<file path="config.mk">
export PLATFORM = sky130hd
export DESIGN_NAME = cavlc_mb_scheduler_flat
export DESIGN_NICKNAME = d
export VERILOG_FILES = /design/src/rtl/cavlc_mb_scheduler_if.sv /design/src/rtl/cavlc_mb_scheduler.sv /design/src/flat_wrapper.sv
export SDC_FILE = /design/constraint.sdc
export NUM_CORES = 1
export LEC_CHECK = 0
export CAP_MARGIN = 10
export CORE_MARGIN = 1
export CORE_UTILIZATION = 36
export DETAILED_ROUTE_END_ITERATION = 10
export PLACE_DENSITY = 0.54
export SYNTH_ARGS = -nofsm -noshare
export SYNTH_HDL_FRONTEND = slang
export SYNTH_SLANG_ARGS = --single-unit
</file>
<file path="constraint.sdc">
create_clock -name Clk -period 5 [get_ports Clk]
set_input_delay 1.25 -clock Clk [delete_from_list [all_inputs] [get_ports Clk]]
set_output_delay 1.25 -clock Clk [all_outputs]
set_load 0.02 [all_outputs]
</file>
<file path="src/rtl/cavlc_mb_scheduler_if.sv">
// Handshake and data bus between the CAVLC macroblock scheduler and its environment.
// The slave modport is used by the scheduler. The master modport is used by the stimulus side.
interface cavlc_mb_scheduler_if;
  logic        Start;
  logic [3:0]  CbpLuma;
  logic        LeftAvail;
  logic        TopAvail;
  logic [19:0] LeftTC;
  logic [19:0] TopTC;
  logic        BarrelShifterReady;
  logic        CoreBlockDone;
  logic [4:0]  CoreTotalCoeff;
  logic        CoreEnable;
  logic [4:0]  nC;
  logic [3:0]  BlkIdx;
  logic        Busy;
  logic        MbDone;
  logic [19:0] RightColTC;
  logic [19:0] BottomRowTC;

  modport master (
    output Start, CbpLuma, LeftAvail, TopAvail, LeftTC, TopTC,
           BarrelShifterReady, CoreBlockDone, CoreTotalCoeff,
    input  CoreEnable, nC, BlkIdx, Busy, MbDone, RightColTC, BottomRowTC
  );

  modport slave (
    input  Start, CbpLuma, LeftAvail, TopAvail, LeftTC, TopTC,
           BarrelShifterReady, CoreBlockDone, CoreTotalCoeff,
    output CoreEnable, nC, BlkIdx, Busy, MbDone, RightColTC, BottomRowTC
  );
endinterface

</file>
<file path="src/rtl/cavlc_mb_scheduler.sv">
// Runs the CAVLC block decoder over the 16 luma 4x4 blocks of a macroblock in 8x8-quadrant scan order.
// It derives nC for each block from neighbour TotalCoeff values and records each block's TotalCoeff.
module cavlc_mb_scheduler #(
  parameter int NUM_BLK = 16,
  parameter int TC_W    = 5
) (
  input logic                 Clk,
  input logic                 nReset,
  cavlc_mb_scheduler_if.slave bus
);

  typedef enum logic [2:0] {
    IDLE,
    SELECT,
    ISSUE,
    RUN,
    NEXT,
    DONE
  } state_t;

  state_t            state, stateNext;
  logic [3:0]        blk;
  logic [3:0]        cbpReg;
  logic              leftAvailReg;
  logic              topAvailReg;
  logic [19:0]       leftTcReg;
  logic [19:0]       topTcReg;
  logic [TC_W-1:0]   tc [NUM_BLK];
  logic [TC_W-1:0]   ncReg;
  logic              mbDoneReg;

  logic [1:0]        x, y, xm1, ym1;
  logic              aAvail, bAvail;
  logic [TC_W-1:0]   nA, nB, ncCalc;
  logic [TC_W:0]     sum6;

  function automatic logic [TC_W-1:0] pickTc(input logic [19:0] v, input logic [1:0] i);
    logic [TC_W-1:0] r;
    case (i)
      2'd0:    r = v[4:0];
      2'd1:    r = v[9:5];
      2'd2:    r = v[14:10];
      default: r = v[19:15];
    endcase
    return r;
  endfunction

  // Block index bits interleave as {y[1], x[1], y[0], x[0]}. Left and above neighbours are re-encoded that way.
  always_comb begin
    x      = {blk[2], blk[0]};
    y      = {blk[3], blk[1]};
    xm1    = x - 2'd1;
    ym1    = y - 2'd1;
    aAvail = (x != 2'd0) || leftAvailReg;
    bAvail = (y != 2'd0) || topAvailReg;
    nA     = (x != 2'd0) ? tc[{y[1], xm1[1], y[0], xm1[0]}] : pickTc(leftTcReg, y);
    nB     = (y != 2'd0) ? tc[{ym1[1], x[1], ym1[0], x[0]}] : pickTc(topTcReg, x);
    sum6   = {1'b0, nA} + {1'b0, nB} + (TC_W+1)'(1);
    case ({aAvail, bAvail})
      2'b11:   ncCalc = TC_W'(sum6 >> 1);
      2'b10:   ncCalc = nA;
      2'b01:   ncCalc = nB;
      default: ncCalc = '0;
    endcase
  end

  always_comb begin
    stateNext = state;
    case (state)
      IDLE:    if (bus.Start) stateNext = SELECT;
      SELECT:  stateNext = cbpReg[blk[3:2]] ? ISSUE : NEXT;
      ISSUE:   if (bus.BarrelShifterReady) stateNext = RUN;
      RUN:     if (bus.CoreBlockDone) stateNext = NEXT;
      NEXT:    stateNext = (blk == 4'd15) ? DONE : SELECT;
      DONE:    stateNext = IDLE;
      default: stateNext = IDLE;
    endcase
  end

  always_ff @(posedge Clk or negedge nReset) begin
    if (!nReset) begin
      state        <= IDLE;
      blk          <= '0;
      cbpReg       <= '0;
      leftAvailReg <= 1'b0;
      topAvailReg  <= 1'b0;
      leftTcReg    <= '0;
      topTcReg     <= '0;
      ncReg        <= '0;
      mbDoneReg    <= 1'b0;
    end else begin
      state     <= stateNext;
      mbDoneReg <= (state == DONE);
      if (state == IDLE && bus.Start) begin
        blk          <= '0;
        cbpReg       <= bus.CbpLuma;
        leftAvailReg <= bus.LeftAvail;
        topAvailReg  <= bus.TopAvail;
        leftTcReg    <= bus.LeftTC;
        topTcReg     <= bus.TopTC;
      end
      if (state == SELECT && cbpReg[blk[3:2]]) ncReg <= ncCalc;
      if (state == NEXT && blk != 4'd15) blk <= blk + 4'd1;
    end
  end

  always_ff @(posedge Clk or negedge nReset) begin
    if (!nReset) begin
      for (int unsigned i = 0; i < NUM_BLK; i++) tc[i] <= '0;
    end else if (state == IDLE && bus.Start) begin
      for (int unsigned i = 0; i < NUM_BLK; i++) tc[i] <= '0;
    end else if (state == SELECT && !cbpReg[blk[3:2]]) begin
      tc[blk] <= '0;
    end else if (state == RUN && bus.CoreBlockDone) begin
      tc[blk] <= bus.CoreTotalCoeff;
    end
  end

  assign bus.CoreEnable  = (state == ISSUE);
  assign bus.Busy        = (state != IDLE);
  assign bus.BlkIdx      = (state == IDLE) ? 4'd0 : blk;
  assign bus.nC          = ncReg;
  assign bus.MbDone      = mbDoneReg;
  assign bus.RightColTC  = {tc[15], tc[13], tc[7], tc[5]};
  assign bus.BottomRowTC = {tc[15], tc[14], tc[11], tc[10]};

endmodule

</file>
<file path="src/flat_wrapper.sv">
// flat-port wrapper written by rule: the top's interface ports become plain ports
module cavlc_mb_scheduler_flat 
#(
  parameter int NUM_BLK = 16,
  parameter int TC_W    = 5
)
  (Clk, nReset, bus_Start, bus_CbpLuma, bus_LeftAvail, bus_TopAvail, bus_LeftTC, bus_TopTC, bus_BarrelShifterReady, bus_CoreBlockDone, bus_CoreTotalCoeff, bus_CoreEnable, bus_nC, bus_BlkIdx, bus_Busy, bus_MbDone, bus_RightColTC, bus_BottomRowTC);
  cavlc_mb_scheduler_if bus_i ();
  input logic Clk;
  input logic nReset;
  input wire logic [$bits(bus_i.Start)-1:0] bus_Start;
  input wire logic [$bits(bus_i.CbpLuma)-1:0] bus_CbpLuma;
  input wire logic [$bits(bus_i.LeftAvail)-1:0] bus_LeftAvail;
  input wire logic [$bits(bus_i.TopAvail)-1:0] bus_TopAvail;
  input wire logic [$bits(bus_i.LeftTC)-1:0] bus_LeftTC;
  input wire logic [$bits(bus_i.TopTC)-1:0] bus_TopTC;
  input wire logic [$bits(bus_i.BarrelShifterReady)-1:0] bus_BarrelShifterReady;
  input wire logic [$bits(bus_i.CoreBlockDone)-1:0] bus_CoreBlockDone;
  input wire logic [$bits(bus_i.CoreTotalCoeff)-1:0] bus_CoreTotalCoeff;
  output wire logic [$bits(bus_i.CoreEnable)-1:0] bus_CoreEnable;
  output wire logic [$bits(bus_i.nC)-1:0] bus_nC;
  output wire logic [$bits(bus_i.BlkIdx)-1:0] bus_BlkIdx;
  output wire logic [$bits(bus_i.Busy)-1:0] bus_Busy;
  output wire logic [$bits(bus_i.MbDone)-1:0] bus_MbDone;
  output wire logic [$bits(bus_i.RightColTC)-1:0] bus_RightColTC;
  output wire logic [$bits(bus_i.BottomRowTC)-1:0] bus_BottomRowTC;
  assign bus_i.Start = bus_Start;
  assign bus_i.CbpLuma = bus_CbpLuma;
  assign bus_i.LeftAvail = bus_LeftAvail;
  assign bus_i.TopAvail = bus_TopAvail;
  assign bus_i.LeftTC = bus_LeftTC;
  assign bus_i.TopTC = bus_TopTC;
  assign bus_i.BarrelShifterReady = bus_BarrelShifterReady;
  assign bus_i.CoreBlockDone = bus_CoreBlockDone;
  assign bus_i.CoreTotalCoeff = bus_CoreTotalCoeff;
  assign bus_CoreEnable = bus_i.CoreEnable;
  assign bus_nC = bus_i.nC;
  assign bus_BlkIdx = bus_i.BlkIdx;
  assign bus_Busy = bus_i.Busy;
  assign bus_MbDone = bus_i.MbDone;
  assign bus_RightColTC = bus_i.RightColTC;
  assign bus_BottomRowTC = bus_i.BottomRowTC;
  cavlc_mb_scheduler #(.NUM_BLK(NUM_BLK), .TC_W(TC_W)) u_core (.Clk(Clk), .nReset(nReset), .bus(bus_i));
endmodule
</file>
==> results.json <==
{
  "drc": 0,
  "cts_root_buf": "clkbuf_16",
  "cts.path.max_buffers": 2,
  "clock_skew_ns": 0.0119,
  "top_layer_used": "met4",
  "min_to": "u_core.topTcReg[3]",
  "cts.htree.levels": 4,
  "ys_top_cells_by_area": "dfrtp_1 43%, mux4_2 10%, nand2_1 9.5%, buf_4 4.1%, o21ai_1 3.4%",
  "dieArea_um2": 22900,
  "synth_cell_types": 66,
  "r2r.worst_path.cells": 12,
  "cp_num_buf_inv": 1,
  "yosysMostFrequentCell": "nand2_1",
  "seqPwrFrac": 0.315,
  "synth_top_cell_by_area": "dfrtp_1",
  "power_frac_clock": 0.239,
  "gp_congestion": 0.860,
  "switchingPower_w": 0.00210,
  "critical_path_class": "register to output pin",
  "post_cts_resized": 0,
  "drive_gt1_frac": 0.109,
  "synthCells": 802,
  "drt_iter0_markers": 618,
  "switching_share": 0.410,
  "ys_ff_latch": 139,
  "r2r-end": "u_core.bus.nC[3]",
  "path_cells": "nor3_1 > nor2_1 > clkdlybuf4s50_1",
  "dr.pass1.iters": 5,
  "path_depth": 3,
  "clk_pin_slew_ns": 0.06,
  "placed_area_um2": 8990,
  "reg2reg_from": "u_core.blk[0]",
  "max_freq_mhz": 266,
  "cp_top_family": "simple AND/OR/NAND/NOR gates",
  "hold_slack_ns": 0.472,
  "port-buffer-count": 107,
  "antenna_found_initial": 0,
  "relSlewSlack": 0.348,
  "power.density_nw_per_um2": 537,
  "ir_drop_mv": 0.250,
  "slew_violations": 0,
  "p_comb_frac": 0.446,
  "ys_warn_count": 0,
  "period_minus_slack_ns": 3.76,
  "internal-power_w": 0.00302,
  "numClockSinks": 139,
  "rsz0062_at_grt": "no",
  "pin_count": 108,
  "ys_seq_area_frac": 0.433,
  "syn_area_um2": 8040,
  "cts_tree": "built",
  "worstPathMaxFanout": 12,
  "hold_viol_final": 0,
  "async_flop_share": 1.00,
  "worstPathArrival_ns": 2.51,
  "rows": 54,
  "hold_class": "register to register",
  "dp.cells": 1109,
  "dieWidth_um": 151,
  "cp_slowest_cell": "nor3_1",
  "finalSetupViolations": 0,
  "drt_wl_total_mm": 24.1,
  "synth_commonest_cells": "204 x nand2_1, 139 x dfrtp_1, 54 x o21ai_1",
  "synth_edf_count": 0,
  "grt_max_degree": 75,
  "ant_nets": 0,
  "setup.worst_path.start_class": "register",
  "r2r_slack_ns": 1.46,
  "clk_latency_ns": 0.43,
  "crit_required_ns": 3.75,
  "critPathCaptureType": "output pin",
  "gr-total-overflow": 0,
  "ys.flop_type": "dfrtp_1",
  "hold_buffers": 0,
  "post_cts_buffers": 0,
  "via_per_inst": 5.70,
  "dr_wl_met3_mm": 1.92,
  "final_cells": 1139,
  "syn_area_per_cell_um2": 10.0,
  "start_util": 0.367,
  "first_global_vias": 6344,
  "wl_met2_mm": 10.9,
  "track_usage": 0.222,
  "outcome": "complete, no violations",
  "wl_met1_mm": 10.6,
  "core_um2": 21900,
  "wl_per_cell_um": 21.2,
  "drv_cap": 0,
  "vias": 6489,
  "die_h_um": 151,
  "grt_pass1_wl_mm": 37.4,
  "tns_ns": 0,
  "utilization": 0.436,
  "period_share": 0.752,
  "cts_buffers": 17,
  "antenna_cells": 0,
  "synth_top_cell_area_share": 0.433,
  "p_leak_nw": 4.09,
  "min_from": "u_core.topTcReg[3]",
  "holdPathStages": 2,
  "final_cell_area_um2": 9550,
  "worstMarginPinSlew_ns": 0.970,
  "dp_hpwl_mm": 17.0,
  "synth_nets": 875,
  "area_growth_syn_to_layout_pct": 18.9,
  "nNetsFinal": 921,
  "fillers": 2127,
  "cpPeakStageDelay_ns": 0.84
}
area by class of cell:
type                       count  area, um2  share of cell area
timing repair buffer         115       1140               0.120
multi-input combinational    558       3950               0.414
tap                          280        350              0.0367
clock inverter                 8       95.1             0.00995
inverter                      17       63.8             0.00668
clock buffer                  22        464              0.0486
sequential                   139       3480               0.364
tightest hold or removal path, delay by kind of cell (launching register included):
| kind | cells | cell delay (ns) |
|---|---|---|
| DFF | 1 | 0.34 |
| and+or+nand+nor | 2 | 0.11 |
layer usage:
| layer | up-vias | global-route usage |
|---|---|---|
| met5 | - | 0 |
| met4 | 0 | 0.0795 |
| met3 | 44 | 0.0539 |
| met2 | 295 | 0.336 |
| met1 | 3183 | 0.306 |
| li1 | 2967 | - |
logic make-up after synthesis:
| family | synth area share |
|---|---|
| AO/OA/AOI/OAI | 0.157 |
| XOR/XNOR | 0.00218 |
| adder cells (fa/ha/maj) | 0.0274 |
| buffers and inverters | 0.0758 |
| flip-flops | 0.433 |
| multiplexers | 0.150 |
| AND/OR/NAND/NOR | 0.156 |
state kept, by name, summed over array words and instances (netlist names):
name	flops
u_core.bus.nC	5
u_core.topTcReg	20
u_core.tc	45
u_core.bus.RightColTC	15
u_core.state	3
u_core.leftTcReg	20
u_core.leftAvailReg	1
u_core.bus.MbDone	1
u_core.blk	4
u_core.bus.BottomRowTC	20
u_core.topAvailReg	1
u_core.cbpReg	4
through the flow:
step | power, W | setup WS, ns
CTS | 0.00513 | 1.23
global route | 0.00545 | 1.11
detailed placement | 0.00389 | 1.50
floorplan | 0.00327 | 1.05
finish | 0.00513 | 1.24
global placement | 0.00389 | 1.53
cell usage in the layout, fill, tap and decap left out, types with 7 or more instances in the layout:
cell type,netlist,layout
a21oi_1,10,10
a222oi_1,11,11
a22oi_1,22,22
a31oi_1,15,15
a32o_1,11,11
buf_4,44,7
clkbuf_16,0,17
clkdlybuf4s50_1,0,106
dfrtp_1,139,137
ha_1,16,16
inv_1,15,15
mux2_2,7,7
mux2i_1,10,10
mux4_2,37,37
nand2_1,204,203
nor2_1,40,40
nor2b_1,7,7
nor3_1,7,7
o2111ai_1,10,10
o21ai_0,16,16
o21ai_1,54,54
how the worst max path moves through the flow:
stage	startpoint	end	slack [ns]
floorplan	u_core.blk[0]	u_core.bus.nC[2]	1.05
global placement	u_core.blk[0]	u_core.bus.nC[3]	1.53
detailed placement	u_core.blk[0]	u_core.bus.nC[2]	1.50
CTS	u_core.state[1]	bus_BlkIdx[0]	1.23
global route	u_core.state[2]	bus_BlkIdx[0]	1.11
finish	u_core.state[1]	bus_BlkIdx[0]	1.24
power by group through the flow:
stage	logic [W]	clock network (W)	registers [W]
6_report	0.00229	0.00123	0.00161
5_1_grt	0.00251	0.00130	0.00164
4_1_cts	0.00228	0.00125	0.00161
3_5_place_dp	0.00227	0	0.00162
3_3_place_gp	0.00226	0	0.00163
2_1_floorplan	0.00172	0	0.00155
Power figures use the tool's default switching activity.
